$ cat src/rtl/fetch_decode.sv
// Fetch/decode front end: PC, IR and data-address registers with instruction-field decode.
// Define FETCH_PERF_CNT_EN to build the saturating retired-fetch counter on instr_count.
module fetch_decode (
    input  logic        clk,
    input  logic        rst,
    input  logic        load_pc,
    input  logic        clear_pc,
    input  logic        load_ir,
    input  logic        load_addr,
    input  logic        sel_addr,
    input  logic [1:0]  reg_sel,
    input  logic [15:0] ram_r_data,
    input  logic [15:0] datapath_out,
    output logic [7:0]  ram_addr,
    output logic [7:0]  pc,
    output logic [2:0]  opcode,
    output logic [1:0]  ALU_op,
    output logic [1:0]  shift_op,
    output logic [2:0]  r_addr,
    output logic [2:0]  w_addr,
    output logic [15:0] sximm5,
    output logic [15:0] sximm8,
    output logic        halted,
    output logic [15:0] instr_count
);

    localparam int unsigned AW = 8;
    localparam int unsigned IW = 16;
    localparam logic [2:0]  OP_HALT = 3'b111;

    logic [IW-1:0] ir;
    logic [IW-1:0] ir_next;
    logic [AW-1:0] dar;
    logic [2:0]    reg_field;
    logic          pc_clear;
    logic          unused_dp_hi;

    assign ir_next      = load_ir ? ram_r_data : ir;
    assign pc_clear     = load_pc && clear_pc;
    assign unused_dp_hi = ^datapath_out[IW-1:AW];

    // Architectural registers; a clear request overrides the halt freeze.
    always_ff @(posedge clk or posedge rst) begin
        if (rst) begin
            pc     <= '0;
            ir     <= '0;
            dar    <= '0;
            halted <= 1'b0;
        end else begin
            if (pc_clear)
                pc <= '0;
            else if (load_pc && !halted)
                pc <= pc + AW'(1);

            if (load_ir)
                ir <= ram_r_data;

            if (load_addr)
                dar <= datapath_out[AW-1:0];

            if (pc_clear)
                halted <= 1'b0;
            else if (ir_next[15:13] == OP_HALT)
                halted <= 1'b1;
        end
    end

`ifdef FETCH_PERF_CNT_EN
    logic [IW-1:0] cnt;

    always_ff @(posedge clk or posedge rst) begin
        if (rst)
            cnt <= '0;
        else if (load_pc && !clear_pc && !halted && (cnt != {IW{1'b1}}))
            cnt <= cnt + IW'(1);
    end

    assign instr_count = cnt;
`else
    assign instr_count = '0;
`endif

    always_comb begin
        reg_field = 3'b000;
        case (reg_sel)
            2'b10:   reg_field = ir[10:8];
            2'b01:   reg_field = ir[7:5];
            2'b00:   reg_field = ir[2:0];
            default: reg_field = 3'b000;
        endcase
    end

    assign ram_addr = sel_addr ? pc : dar;
    assign opcode   = ir[15:13];
    assign ALU_op   = ir[12:11];
    assign shift_op = ir[4:3];
    assign r_addr   = reg_field;
    assign w_addr   = reg_field;
    assign sximm5   = {{(IW-5){ir[4]}}, ir[4:0]};
    assign sximm8   = {{(IW-8){ir[7]}}, ir[7:0]};

endmodule

$ cat config.mk
export PLATFORM = sky130hd
export DESIGN_NAME = fetch_decode
export DESIGN_NICKNAME = d
export VERILOG_FILES = /design/src/rtl/fetch_decode.sv
export SDC_FILE = /design/constraint.sdc
export NUM_CORES = 1
export LEC_CHECK = 0
export BUFFER_PORTS_ARGS = -buffer_cell sky130_fd_sc_hd__buf_4
export CAP_MARGIN = 20
export CELL_PAD_IN_SITES_DETAIL_PLACEMENT = 0
export CELL_PAD_IN_SITES_GLOBAL_PLACEMENT = 2
export CORE_UTILIZATION = 26
export DETAILED_ROUTE_END_ITERATION = 12
export PLACE_DENSITY_LB_ADDON = 0.12
export SETUP_SLACK_MARGIN = 0.1
export SYNTH_ARGS = -nofsm -noshare
export SYNTH_HDL_FRONTEND = slang
export SYNTH_SLANG_ARGS = --single-unit
$ cat constraint.sdc
create_clock -name clk -period 1.9 [get_ports clk]
set_input_delay 0.285 -clock clk [delete_from_list [all_inputs] [get_ports clk]]
set_output_delay 0.285 -clock clk [all_outputs]
set_load 0.05 [all_outputs]
==> results.md <==
* Number of warnings reported in the yosys synthesis log at 0
* Top fanout value on the critical path at 11
* Total wire length after detailed routing at about 4000 um
* Clock-pin slew reported for the worst setup and hold paths after clock tree synthesis at approximately 0.06 ns
* DRT antenna net count at 0
* Reg2Reg Launch Point: pc[0]
* Initial core utilization at between 20% and 30%
* Share of final-layout standard cells stronger than drive strength 1 at between 50% and 60%
* Critical path type: flop to output port
* Die ar. at between 7000 and 8000 um^2
* Grt total ovfl at 0
* Top cell family by delay on the critical path: flip-flops
* CTS tree: yes
* Arrival time of data at the critical path endpoint at ~1.3 ns
* Total of endpoints with negative setup slack in the final report at 0
* Cell count after synthesis at 175
* Core utilization of the finished layout at between 30% and 40%
* Synth cell types at 24
* Required @ worst endpoint at approximately 1.6 ns
* Number of global-route vias before repair at 1227
* Area of all sequential standard cells at 825.8 um^2
* Adder-cell share of the synthesized area at 0.6410%
* Startpoint Class: flop
* Capture point of the worst reg-to-reg path: pc[6]
* Share of cell area taken by muxes after synthesis at about 20%
* Fraction of the yosys area taken by sequential cells at 42.31%
* Netlist area before placement at just under 2000 um^2
* Post-Route Hold Slack at 0.1024 ns
* Most frequent cells in the layout: buf_4 (95), mux2_2 (33), dfrtp_1 (33), conb_1 (16), a21oi_1 (6)
* Number of flops mapped to enable cells by yosys at 0
* CTS Root Cell: clkbuf_8
* Number of buffers inserted during clock tree synthesis at 5
* Row count at 31
* Stage delay of the slowest cell on the critical path at 0.51 ns
* Final standard cell count with taps included and fillers excluded at 329
* Total global routing track utilization at 10.12%
* Number of antenna violations at the first check in global routing at 0
* Tightest Hold Check Type: input port to async pin
* Post-placement cell count at around 320
* Final Instance Area at between 2000 and 2500 um^2
* Simple-gate portion of the synthesized area at under 10%
* CP bufs+invs at 1
* Number of nets in the layout at around 270
* Cell with the largest stage delay on the worst path: dfrtp_1
* Most common library cell in the layout ignoring fill and taps: buf_4
* DP Area at 2389 um^2
* Num ports at 119
* Post-CTS Setup Repair Bufs at 0
* Tcrit/Tclk final at between 80% and 90%
* # resized after CTS at 0
* Hold Violations, Final at 0
* Mean instance size in the synthesized netlist at roughly 11 um^2
* Ordered cell list for the critical path: mux2i_1, o21ai_1, buf_4
* Per-cell via count in the routed design at 4.043
* Final Worst Setup Slack at between 0.2 and 0.3 ns
* Total count of max-transition violations in the final report at 0
* Number of antenna cells inserted at 0
* Leakage power summed over all cells at 1.206 nW
* Post-CTS Hold Buffers at 0
* Setup slack of the most critical reg-to-reg path at roughly 0.52 ns
* Height of the chip at around 89 um
* Peak supply drop at approximately 340 uV
* Flip-flop and latch count after synthesis at 33
* Length in cells of the worst reg-to-reg path at 4
* 1st-iter DRT viols at 34
* Area fraction in compound gates after synthesis at 5.256%
* Filler instances at roughly 760
* Drc violations at 0
* Detailed-router iteration count before antenna repair at 4
* Result of the run: complete, no violations
* Post-detail-place hpwl at 2998 um
* Total vias in the final route at about 1300
* Post-layout minimum cycle time at between 1.5 and 2 ns
* Placer's final routability congestion estimate at 0.6481
* Largest net degree at the start of global routing at 34
* Total negative slack at 0 ns
* Buffers on Ports at 94
* Most common flop cell mapped by yosys: dfrtp_1
* Max-cap violation count at 0
* Post-DR wirelength/cell at ~12 um
* Unrepaired setup endpoints after global routing: false
* Area Overhead vs Synth at 26.47%
* Share of flip-flops with an asynchronous set or reset at 100.0%
* Main combinational cell family by area after synthesis: buffers and inverters
* Placeable core region at approximately 7300 um^2
* H-Tree Depth at 2
* Power density over the cells at a little over 900 nW/um^2
* Die boundary width at 88.65 um
* Footprint of the multi-input gates at between 700 and 800 um^2
* Post-placement setup slack at about 0.53 ns
* Number of sinks driven by the clock tree at 33
* First-pass GRT wire length at about 6000 um
* Timing-limited maximum frequency at between 600 and 700 MHz
* Clock insertion delay at the later pin of the skew report at between 0.2 and 0.3 ns
* Maximum clock insertion buffer count at 2
* Layout Skew at roughly 0.0034 ns
* Post-Synth XOR/XNOR Area at 0%
* Total power of the final layout at approximately 2.3 mW
* Crit path capture type: output port
## worst max-delay path by stage
| stage | start | to | slack (ns) | depth (start not counted) |
|---|---|---|---|---|
| detailed placement | pc[0] | pc[6] | 0.53 | 4 |
| floorplan | ir[7] | w_addr[2] | -0.05 | 3 |
| finish | ir[7] | r_addr[2] | 0.28 | 3 |
| global placement | pc[0] | pc[6] | 0.52 | 4 |
| CTS | ir[7] | r_addr[2] | 0.24 | 3 |
| global route | ir[7] | r_addr[2] | 0.10 | 3 |
## synth_stat cells (2+ instances only)
| cell type | number | area (um^2) |
|---|---|---|
| nand3_1 | 2 | 10.01 |
| o21ai_0 | 8 | 40.04 |
| a22o_1 | 2 | 17.52 |
| mux2i_1 | 3 | 30.03 |
| o31ai_1 | 2 | 15.01 |
| nor2b_1 | 2 | 12.51 |
| dfrtp_1 | 33 | 825.8 |
| buf_4 | 58 | 435.4 |
| clkbuf_1 | 3 | 11.26 |
| a21oi_1 | 6 | 30.03 |
| or4_1 | 2 | 15.01 |
| inv_1 | 3 | 11.26 |
| nand2_1 | 5 | 18.77 |
| or3_1 | 3 | 18.77 |
| buf_2 | 2 | 10.01 |
| mux2_2 | 33 | 371.6 |
## registers in the layout, summed over array words and instances, names as in the netlist
name	count
ir	16
dar	8
halted	1
pc	8
## power breakdown
| group | leakage (nW) | internal (mW) | switching, mW |
|---|---|---|---|
| clock network | 0.0395 | 0.260 | 0.242 |
| logic | 0.764 | 0.297 | 0.669 |
| registers | 0.403 | 0.768 | 0.0654 |
| total | 1.21 | 1.32 | 0.977 |
## layer usage
| metal | vias up | routed length [um] | global-route usage, % |
|---|---|---|---|
| met5 | - | 0 | 0 |
| met4 | 0 | 51 | 3.959 |
| met3 | 6 | 252 | 3.358 |
| met2 | 60 | 1946 | 16.78 |
| met1 | 634 | 1727 | 12.15 |
| li1 | 630 | - | - |
## layout make-up
| cell class | instances | area share (%) |
|---|---|---|
| clock buffer | 8 | 3.244 |
| inverter | 3 | 0.4562 |
| multi-input combinational | 91 | 28.94 |
| sequential | 33 | 33.45 |
| tap | 99 | 5.018 |
| timing repair buffer | 95 | 28.89 |
## cells by family (layout without fill, tap and decap cells)
kind of cell,count (synthesis),count (layout)
simple gates,20,20
other cells,1,16
flops,33,33
mux,36,36
fa+ha+maj,1,1
buf+inv,66,106
compound gates,18,18
## worst reg2reg max path, delay by kind of cell (launching register included)
family,cells,cell delay [ns]
simple gates,2,0.53
flops,1,0.43
fa+ha+maj,1,0.21
compound gates,1,0.13
Note: power is estimated with default switching activity, not from simulation.
